===== config.mk =====
export PLATFORM = sky130hd
export DESIGN_NAME = debouncer_multi
export DESIGN_NICKNAME = d
export VERILOG_FILES = /design/src/rtl/debouncer_multi.sv
export SDC_FILE = /design/constraint.sdc
export NUM_CORES = 1
export LEC_CHECK = 0
export ABC_AREA = 1
export CAP_MARGIN = 10
export CELL_PAD_IN_SITES_DETAIL_PLACEMENT = 1
export CELL_PAD_IN_SITES_GLOBAL_PLACEMENT = 2
export CORE_AREA = 2 2 197 199
export CTS_CLUSTER_SIZE = 12
export DETAILED_ROUTE_END_ITERATION = 16
export DIE_AREA = 0 0 199 201
export GPL_TIMING_DRIVEN = 0
export MAX_ROUTING_LAYER = met4
export PLACE_DENSITY = 0.75
export SLEW_MARGIN = 20
export SYNTH_ARGS = -nofsm -noshare
export SYNTH_HDL_FRONTEND = slang
export SYNTH_SLANG_ARGS = --single-unit

===== constraint.sdc =====
create_clock -name clock -period 2.71 [get_ports clock]
set_input_delay 0.271 -clock clock [delete_from_list [all_inputs] [get_ports clock]]
set_output_delay 0.271 -clock clock [all_outputs]
set_load 0.02 [all_outputs]

===== src/rtl/debouncer_multi.sv =====
// Multi-channel push-button debouncer.
// Each channel synchronises its raw input, qualifies level changes with a
// live-programmable stability threshold, and emits rise/fall pulses plus a
// single long-press pulse after LONG_CYCLES of continuous debounced high.
module debouncer_multi #(
  parameter int N_CH        = 4,
  parameter int CNT_W       = 16,
  parameter int SYNC_STAGES = 2,
  parameter int LONG_CYCLES = 50000
) (
  input  logic             clock,
  input  logic             reset,
  input  logic             enable,
  input  logic [CNT_W-1:0] threshold_i,
  input  logic [N_CH-1:0]  bounced_i,
  output logic [N_CH-1:0]  debounced_o,
  output logic [N_CH-1:0]  rise_o,
  output logic [N_CH-1:0]  fall_o,
  output logic [N_CH-1:0]  long_o
);

  typedef enum logic [1:0] {
    LOW      = 2'd0,
    CHK_HIGH = 2'd1,
    HIGH     = 2'd2,
    CHK_LOW  = 2'd3
  } state_t;

  localparam logic [CNT_W-1:0] CNT_MAX  = '1;
  localparam logic [CNT_W-1:0] LONG_LIM = CNT_W'(LONG_CYCLES);

  // Threshold widened by one bit so the "count + 1" comparison never
  // overflows; zero is treated as one.
  logic [CNT_W:0] thr_eff;

  // Effective threshold, shared by all channels and sampled every cycle.
  always_comb begin
    thr_eff = {1'b0, threshold_i};
    if (threshold_i == '0) begin
      thr_eff = (CNT_W + 1)'(1);
    end
  end

  genvar gi;
  generate
    for (gi = 0; gi < N_CH; gi++) begin : g_ch
      logic [SYNC_STAGES-1:0] sync_reg;
      state_t                 state_reg;
      logic [CNT_W-1:0]       stab_reg;
      logic [CNT_W-1:0]       hold_reg;
      logic                   deb_reg;
      logic                   rise_reg;
      logic                   fall_reg;
      logic                   long_reg;

      logic                   sync_bit;
      logic [CNT_W-1:0]       stab_next;
      logic                   accept_next;

      assign sync_bit = sync_reg[SYNC_STAGES-1];

      // Saturating stability increment and acceptance test. The first
      // differing cycle already counts, so a threshold of 1 accepts
      // straight out of a settled state.
      always_comb begin
        stab_next   = (stab_reg == CNT_MAX) ? stab_reg : stab_reg + 1'b1;
        accept_next = (({1'b0, stab_reg} + (CNT_W + 1)'(1)) >= thr_eff);
      end

      // Input synchroniser chain; free-running regardless of enable.
      always_ff @(posedge clock) begin
        if (reset) begin
          sync_reg <= '0;
        end else begin
          sync_reg <= {sync_reg[SYNC_STAGES-2:0], bounced_i[gi]};
        end
      end

      // Debounce FSM with stability/hold counters and registered pulses.
      always_ff @(posedge clock) begin
        if (reset) begin
          state_reg <= LOW;
          stab_reg  <= '0;
          hold_reg  <= '0;
          deb_reg   <= 1'b0;
          rise_reg  <= 1'b0;
          fall_reg  <= 1'b0;
          long_reg  <= 1'b0;
        end else if (!enable) begin
          rise_reg  <= 1'b0;
          fall_reg  <= 1'b0;
          long_reg  <= 1'b0;
        end else begin
          rise_reg <= 1'b0;
          fall_reg <= 1'b0;
          long_reg <= 1'b0;

          case (state_reg)
            LOW: begin
              if (sync_bit) begin
                if (accept_next) begin
                  state_reg <= HIGH;
                  stab_reg  <= '0;
                  deb_reg   <= 1'b1;
                  rise_reg  <= 1'b1;
                end else begin
                  state_reg <= CHK_HIGH;
                  stab_reg  <= stab_next;
                end
              end
            end
            CHK_HIGH: begin
              if (!sync_bit) begin
                state_reg <= LOW;
                stab_reg  <= '0;
              end else if (accept_next) begin
                state_reg <= HIGH;
                stab_reg  <= '0;
                deb_reg   <= 1'b1;
                rise_reg  <= 1'b1;
              end else begin
                stab_reg  <= stab_next;
              end
            end
            HIGH: begin
              if (!sync_bit) begin
                if (accept_next) begin
                  state_reg <= LOW;
                  stab_reg  <= '0;
                  deb_reg   <= 1'b0;
                  fall_reg  <= 1'b1;
                end else begin
                  state_reg <= CHK_LOW;
                  stab_reg  <= stab_next;
                end
              end
            end
            default: begin // CHK_LOW
              if (sync_bit) begin
                state_reg <= HIGH;
                stab_reg  <= '0;
              end else if (accept_next) begin
                state_reg <= LOW;
                stab_reg  <= '0;
                deb_reg   <= 1'b0;
                fall_reg  <= 1'b1;
              end else begin
                stab_reg  <= stab_next;
              end
            end
          endcase

          // Hold counter saturates at the limit so long_o fires once per press.
          if (!deb_reg) begin
            hold_reg <= '0;
          end else if (hold_reg != LONG_LIM) begin
            hold_reg <= hold_reg + 1'b1;
            if (hold_reg + 1'b1 == LONG_LIM) begin
              long_reg <= 1'b1;
            end
          end
        end
      end

      assign debounced_o[gi] = deb_reg;
      assign rise_o[gi]      = rise_reg;
      assign fall_o[gi]      = fall_reg;
      assign long_o[gi]      = long_reg;
    end
  endgenerate

endmodule


After elaboration in Yosys (flattened, before gate mapping)
Index checks and enable logic that the tools add are counted.
Operators by class
  add/subtract/negate cells: 12
  $lt $le $gt $ge: 4
  equal/unequal tests: 48
  multiplexer cells: 101
  bitwise operators: 17
  reduce and logical (&&, ||, !) cells: 45
Operators by type and width (number)
  $mux W16: 33
  $pmux W16 S3: 4
  $add A16 B1 Y16 const B: 8
  $eq A16 B16 Y1 const B: 8
  $add A16 B1 Y17 const B: 4
  $ge A17 B17 Y1: 4
  $mux W2: 32
  $ne A16 B16 Y1 const B: 4
  $reduce_and A5 Y1: 8
  $reduce_or A4 Y1: 8
  $mux W1: 28
  $ne A2 B1 Y1 const B: 12
  $ne A2 B2 Y1 const B: 12
  $pmux W2 S3: 4
  $reduce_or A5 Y1: 4
  $not A1 Y1: 17
  $logic_not A16 Y1: 1
  $reduce_bool A4 Y1: 4
  $ne A3 B3 Y1 const B: 4
  $reduce_and A3 Y1: 4
  $eq A2 B1 Y1 const B: 4
  $eq A2 B2 Y1 const B: 4
  $logic_not A2 Y1: 4
  $reduce_and A2 Y1: 4
  other kinds (2): 8
Word-level totals
  flip-flop bits (word level): 160
  input bits: 23
  output and inout bits: 16
  logic and storage cells: 259

Longest topological paths before layout
Gate-level depths: netlist of the first run.
  depth in word-level cells: 6
  gate-level depth with buffers: 25

Worst setup path before layout of the first run
OpenSTA, ideal clock, no wires.
  kind: reg-to-reg
  from: reg g_ch[3].stab_reg[0]
  to: reg g_ch[3].stab_reg[10]
  library setup time: 70 ps
  arrival time: 2938 ps
  required time: 2640 ps
  setup slack: -299 ps
  cell stages (with the launch flop): 24
  buffers on the path: 1
  period minus slack after synthesis: 3009 ps
  cell sequence: dfxtp_1 -> ha_1 -> nand2_1 -> nor2_1 -> nand3_1 -> nor2_1 -> nand3_1 -> xor2_1 -> inv_1 -> ha_1 -> nand2_1 -> inv_1 -> nand2_1 -> nor2_1 -> a21oi_1 -> nand2_1 -> nand2_1 -> nand2_1 -> nand2_1 -> nand3_1 -> nand3b_2 -> buf_2 -> nand2_1 -> a21oi_1
On the way
  longest elaborated chain between the ends: 5
  elaborated cells between the ends (all ways): 11
RTL lines
  from (decl): line 49  | logic [CNT_W-1:0] stab_reg;
  from (signal assigned): line 108  | stab_reg <= stab_next;
  from (signal assigned): line 122  | stab_reg <= stab_next;
  from (signal assigned): line 134  | stab_reg <= stab_next;
  $add A16 B1 Y17, or another cell as far along: line 67  | accept_next = (({1'b0, stab_reg} + (CNT_W + 1)'(1)) >= thr_eff);
  $ge A17 B17 Y1 or $mux W16 (tied branches): line 67, 66
  $mux W16 (*)
  $mux W16 (on tied branches)
  $pmux W16 S3 (*): line 98  | case (state_reg)
Mark *: on every way between the ends. The rest lies on a longest branch, timed or not. The select of a mux whose other input is x is not followed.
A chain may end at the register's enable or synchronous reset.

Worst setup path after layout of the first run
  from: reg g_ch[1].stab_reg[5]
  to: reg g_ch[1].stab_reg[6]
On the way
  longest elaborated chain between the ends: 5
  elaborated cells between the ends (all ways): 11
RTL lines (line)
  from (decl): 49
  from (signal assigned): 108
  from (signal assigned): 122
  from (signal assigned): 134
  $add A16 B1 Y17, or another cell as far along: 67
  $ge A17 B17 Y1 or $mux W16 (tied branches): 67, 66
  $mux W16 (*)
  $mux W16 (on tied branches)
  $pmux W16 S3 (*): 98
Marked as above.

==> results.json, run 1 <==
{
  "syn_inst": 1837,
  "wl_per_cell_um": 17.44,
  "cts_tree": "done",
  "drive_gt1_share_pct": 29.76,
  "dieArea_um2": 40000,
  "ys_warn_count": 0,
  "die_w_um": 199,
  "final_antenna_net_count": 0,
  "avgSynthCellArea_um2": 6.491,
  "async_reset_ff_share_pct": 0,
  "setup_ws_ns": -0.3560,
  "power_per_cell_area_nw_per_um2": 321.7,
  "worstMarginPinSlew_ns": 1.133,
  "clockBufferDepth": 2,
  "holdBufCountCts": 0,
  "drt_pass1_iterations": 4,
  "crit_path_max_incr_delay_ns": 0.37,
  "crit_type": "reg2reg",
  "final_cell_mix": "nand2_1 (341), inv_1 (241), nor2_1 (168)",
  "power.internal_mw": 3.992,
  "p_sw_mw": 1.440,
  "die-height_um": 201,
  "crit-reg2reg-launch": "g_ch[1].stab_reg[5]",
  "yosys.area.top_type": "dfxtp_1",
  "seqPwrFrac_pct": 43.4,
  "cp_slowest_cell": "dfxtp_4",
  "swShare_pct": 26.50,
  "vias": 12580,
  "cp_cell_sequence": "inv_1 -> nor3_2 -> nand3_1 -> nor2_4 -> xnor2_1 -> inv_1 -> ha_1 -> nand2_1 -> inv_2 -> nand4_1 -> nor2_4 -> nor3_4 -> buf_4 -> buf_6 -> nand3_4 -> nand3b_4 -> buf_8 -> nand2_2 -> a21oi_2",
  "yosysSeqAreaShare_pct": 26.86,
  "fmax_ghz": 0.3262,
  "grt_usage_pct": 23.00,
  "relSlewSlack_pct": 24.50,
  "cts.sinks": 160,
  "layout_commonest_cell": "nand2_1",
  "cts_buffers": 17,
  "drc": 0,
  "io_buffers": 37,
  "gp_congestion": 0.8412,
  "overflow": 0,
  "finClkSkew_ns": 0.01464,
  "antenna_found_initial": 0,
  "clkTransAtPathRegs_ns": 0.07,
  "cp.arrival_ns": 3.46,
  "diodes": 0,
  "synth.distinct_cells": 49,
  "synth_nets": 1952,
  "status": "complete, but fails checks",
  "cp-startpoint": "g_ch[1].stab_reg[5]",
  "holdCritPathClass": "in2reg",
  "clock_power_share_pct": 47.6,
  "pre_cts_ws_ns": -0.9017,
  "setup_viol": 83,
  "synth_area_um2": 11920,
  "synth_area_leaders": "dfxtp_1 (27%), nand2_1 (14%), ha_1 (9.7%), inv_1 (8.3%), a21oi_1 (7.9%)",
  "routed_wl_um": 44490,
  "rows": 72,
  "p_leak_nw": 6.971,
  "vias_per_cell": 4.933,
  "coreArea_um2": 38110,
  "rsz0062_at_grt": "yes",
  "drv_slew": 0,
  "setup_tns_ns": -22.43,
  "cts_htree_levels": 4,
  "worstPathMaxFanout": 5,
  "cp-endpoint": "g_ch[1].stab_reg[6]",
  "grt_start_max_net_pins": 17,
  "fin_nets": 2135,
  "r2r_end": "g_ch[1].stab_reg[6]",
  "start_util_pct": 31.29,
  "period_minus_slack_ns": 3.066,
  "ys.flop_type": "dfxtp_1",
  "violations": "negative setup slack",
  "required_ns": 3.10,
  "grt_pass1_wl_um": 69860,
  "p_comb_share_pct": 9.0,
  "synth_top_area_share_pct": 26.86,
  "irDropWorstVdd_v": 0.0004418,
  "final_hold_viol_count": 0,
  "fin_crit_sh_pct": 113.1,
  "ios": 39,
  "maxCapViolations": 0,
  "drt_iter0_drc": 401,
  "synth_seq_cells": 160,
  "cp-start-kind": "flip-flop",
  "dp_hpwl_um": 30230,
  "grt_pass1_vias": 13220,
  "area_growth_pct": 41.62,
  "reg2regPathDepth": 19,
  "synth_edf_count": 0,
  "clkLatencyLatePin_ns": 0.48,
  "r2r_setup_slack_ns": -0.36,
  "cts_root_buf": "clkbuf_16",
  "cp-end-kind": "flip-flop"
}
## critical path: cells and delay by family, from the launching register on
family,cells,cell delay [ns]
adder cells (fa/ha/maj),1,0.29
XOR/XNOR,1,0.12
AO/OA/AOI/OAI,1,0.10
flip-flops,1,0.37
AND/OR/NAND/NOR,10,1.42
buffers and inverters,6,0.67
## worst min path at each step
stage                   startpoint                  end  slack (ns)  cells past startpoint
3_3_place_gp   g_ch[0].sync_reg[0]  g_ch[0].sync_reg[1]        0.40                      2
2_1_floorplan         bounced_i[0]  g_ch[0].sync_reg[0]        0.38                      2
4_1_cts               bounced_i[3]  g_ch[3].sync_reg[0]        0.30                      3
6_report              bounced_i[3]  g_ch[3].sync_reg[0]        0.33                      3
5_1_grt               bounced_i[3]  g_ch[3].sync_reg[0]        0.33                      3
3_5_place_dp   g_ch[2].sync_reg[0]  g_ch[2].sync_reg[1]        0.40                      2
## per-stage QoR
step	hold WS, ns	utilization (%)	total power, mW	area [um2]	cells
2_1_floorplan	0.3780	-	2.630	12210	1837
3_3_place_gp	0.3953	34.71	2.787	13230	2392
3_5_place_dp	0.4005	34.75	2.795	13240	2393
4_1_cts	0.3009	41.06	5.493	15650	2519
5_1_grt	0.3276	44.31	5.666	16890	2551
6_report	0.3287	44.31	5.432	16890	2551
## cells by family (layout without fill, tap and decap cells)
| family | Yosys count | in the layout | share of synthesized area (%) |
|---|---|---|---|
| simple gates | 869 | 869 | 32.63 |
| buf+inv | 340 | 536 | 11.63 |
| compound gates | 298 | 298 | 13.49 |
| flops | 160 | 160 | 26.86 |
| fa+ha+maj | 92 | 92 | 9.654 |
| xor+xnor | 78 | 78 | 5.729 |
## power groups by stage
| stage | registers [mW] | clock network, mW | logic (mW) |
|---|---|---|---|
| 2_1_floorplan | 2.42 | 0 | 0.207 |
| 3_3_place_gp | 2.43 | 0 | 0.357 |
| 3_5_place_dp | 2.43 | 0 | 0.365 |
| 4_1_cts | 2.36 | 2.69 | 0.440 |
| 5_1_grt | 2.36 | 2.78 | 0.532 |
| 6_report | 2.36 | 2.59 | 0.488 |
## synthesized netlist by cell type (10+ instances only)
library cell  number
inv_2             11
nand4_1           38
nor3_1            29
clkbuf_1          34
buf_4             17
nor4_1            17
dfxtp_1          160
a21oi_2           10
nand2_1          433
nand3_2           16
nor2_1           200
xor2_1            70
nand3_1           90
ha_1              92
a21oi_1          189
inv_1            264
o21ai_0           64
## final cells by class
class	count	area (um2)
Tap cell	518	648.1
Fill cell	4719	21220
Clock inverter	11	125.1
Buffer	61	385.4
Inverter	278	1059
Multi-Input combinational cell	1337	9221
Timing Repair Buffer	165	1667
Sequential cell	160	3289
Clock buffer	21	491.7
## metal layers
layer	track usage (%)	wire, um	vias up
met5	-	0	-
met4	7.383	1097	0
met2	37.90	21850	114
met3	3.562	841	51
li1	-	-	6281
met1	28.70	20700	6137
## repair_timing
action,4_1_cts,5_1_grt
setup buffers,93,36
pin swaps,96,132
resized for setup,249,235
setup endpoints to repair,84,88
gates cloned,6,1
hold endpoints to repair,0,0
Note: power is estimated with default switching activity, not from simulation.
==> run 2, diff against run 1 <==
--- a/config.mk
+++ b/config.mk
@@ -6,7 +6,6 @@
 export NUM_CORES = 1
 export LEC_CHECK = 0
 export ABC_AREA = 1
-export CAP_MARGIN = 10
 export CELL_PAD_IN_SITES_DETAIL_PLACEMENT = 1
 export CELL_PAD_IN_SITES_GLOBAL_PLACEMENT = 2
 export CORE_AREA = 2 2 197 199
==> results of run 2 <==
No change in the layout: final DEF, timing and power equal those of run 1.
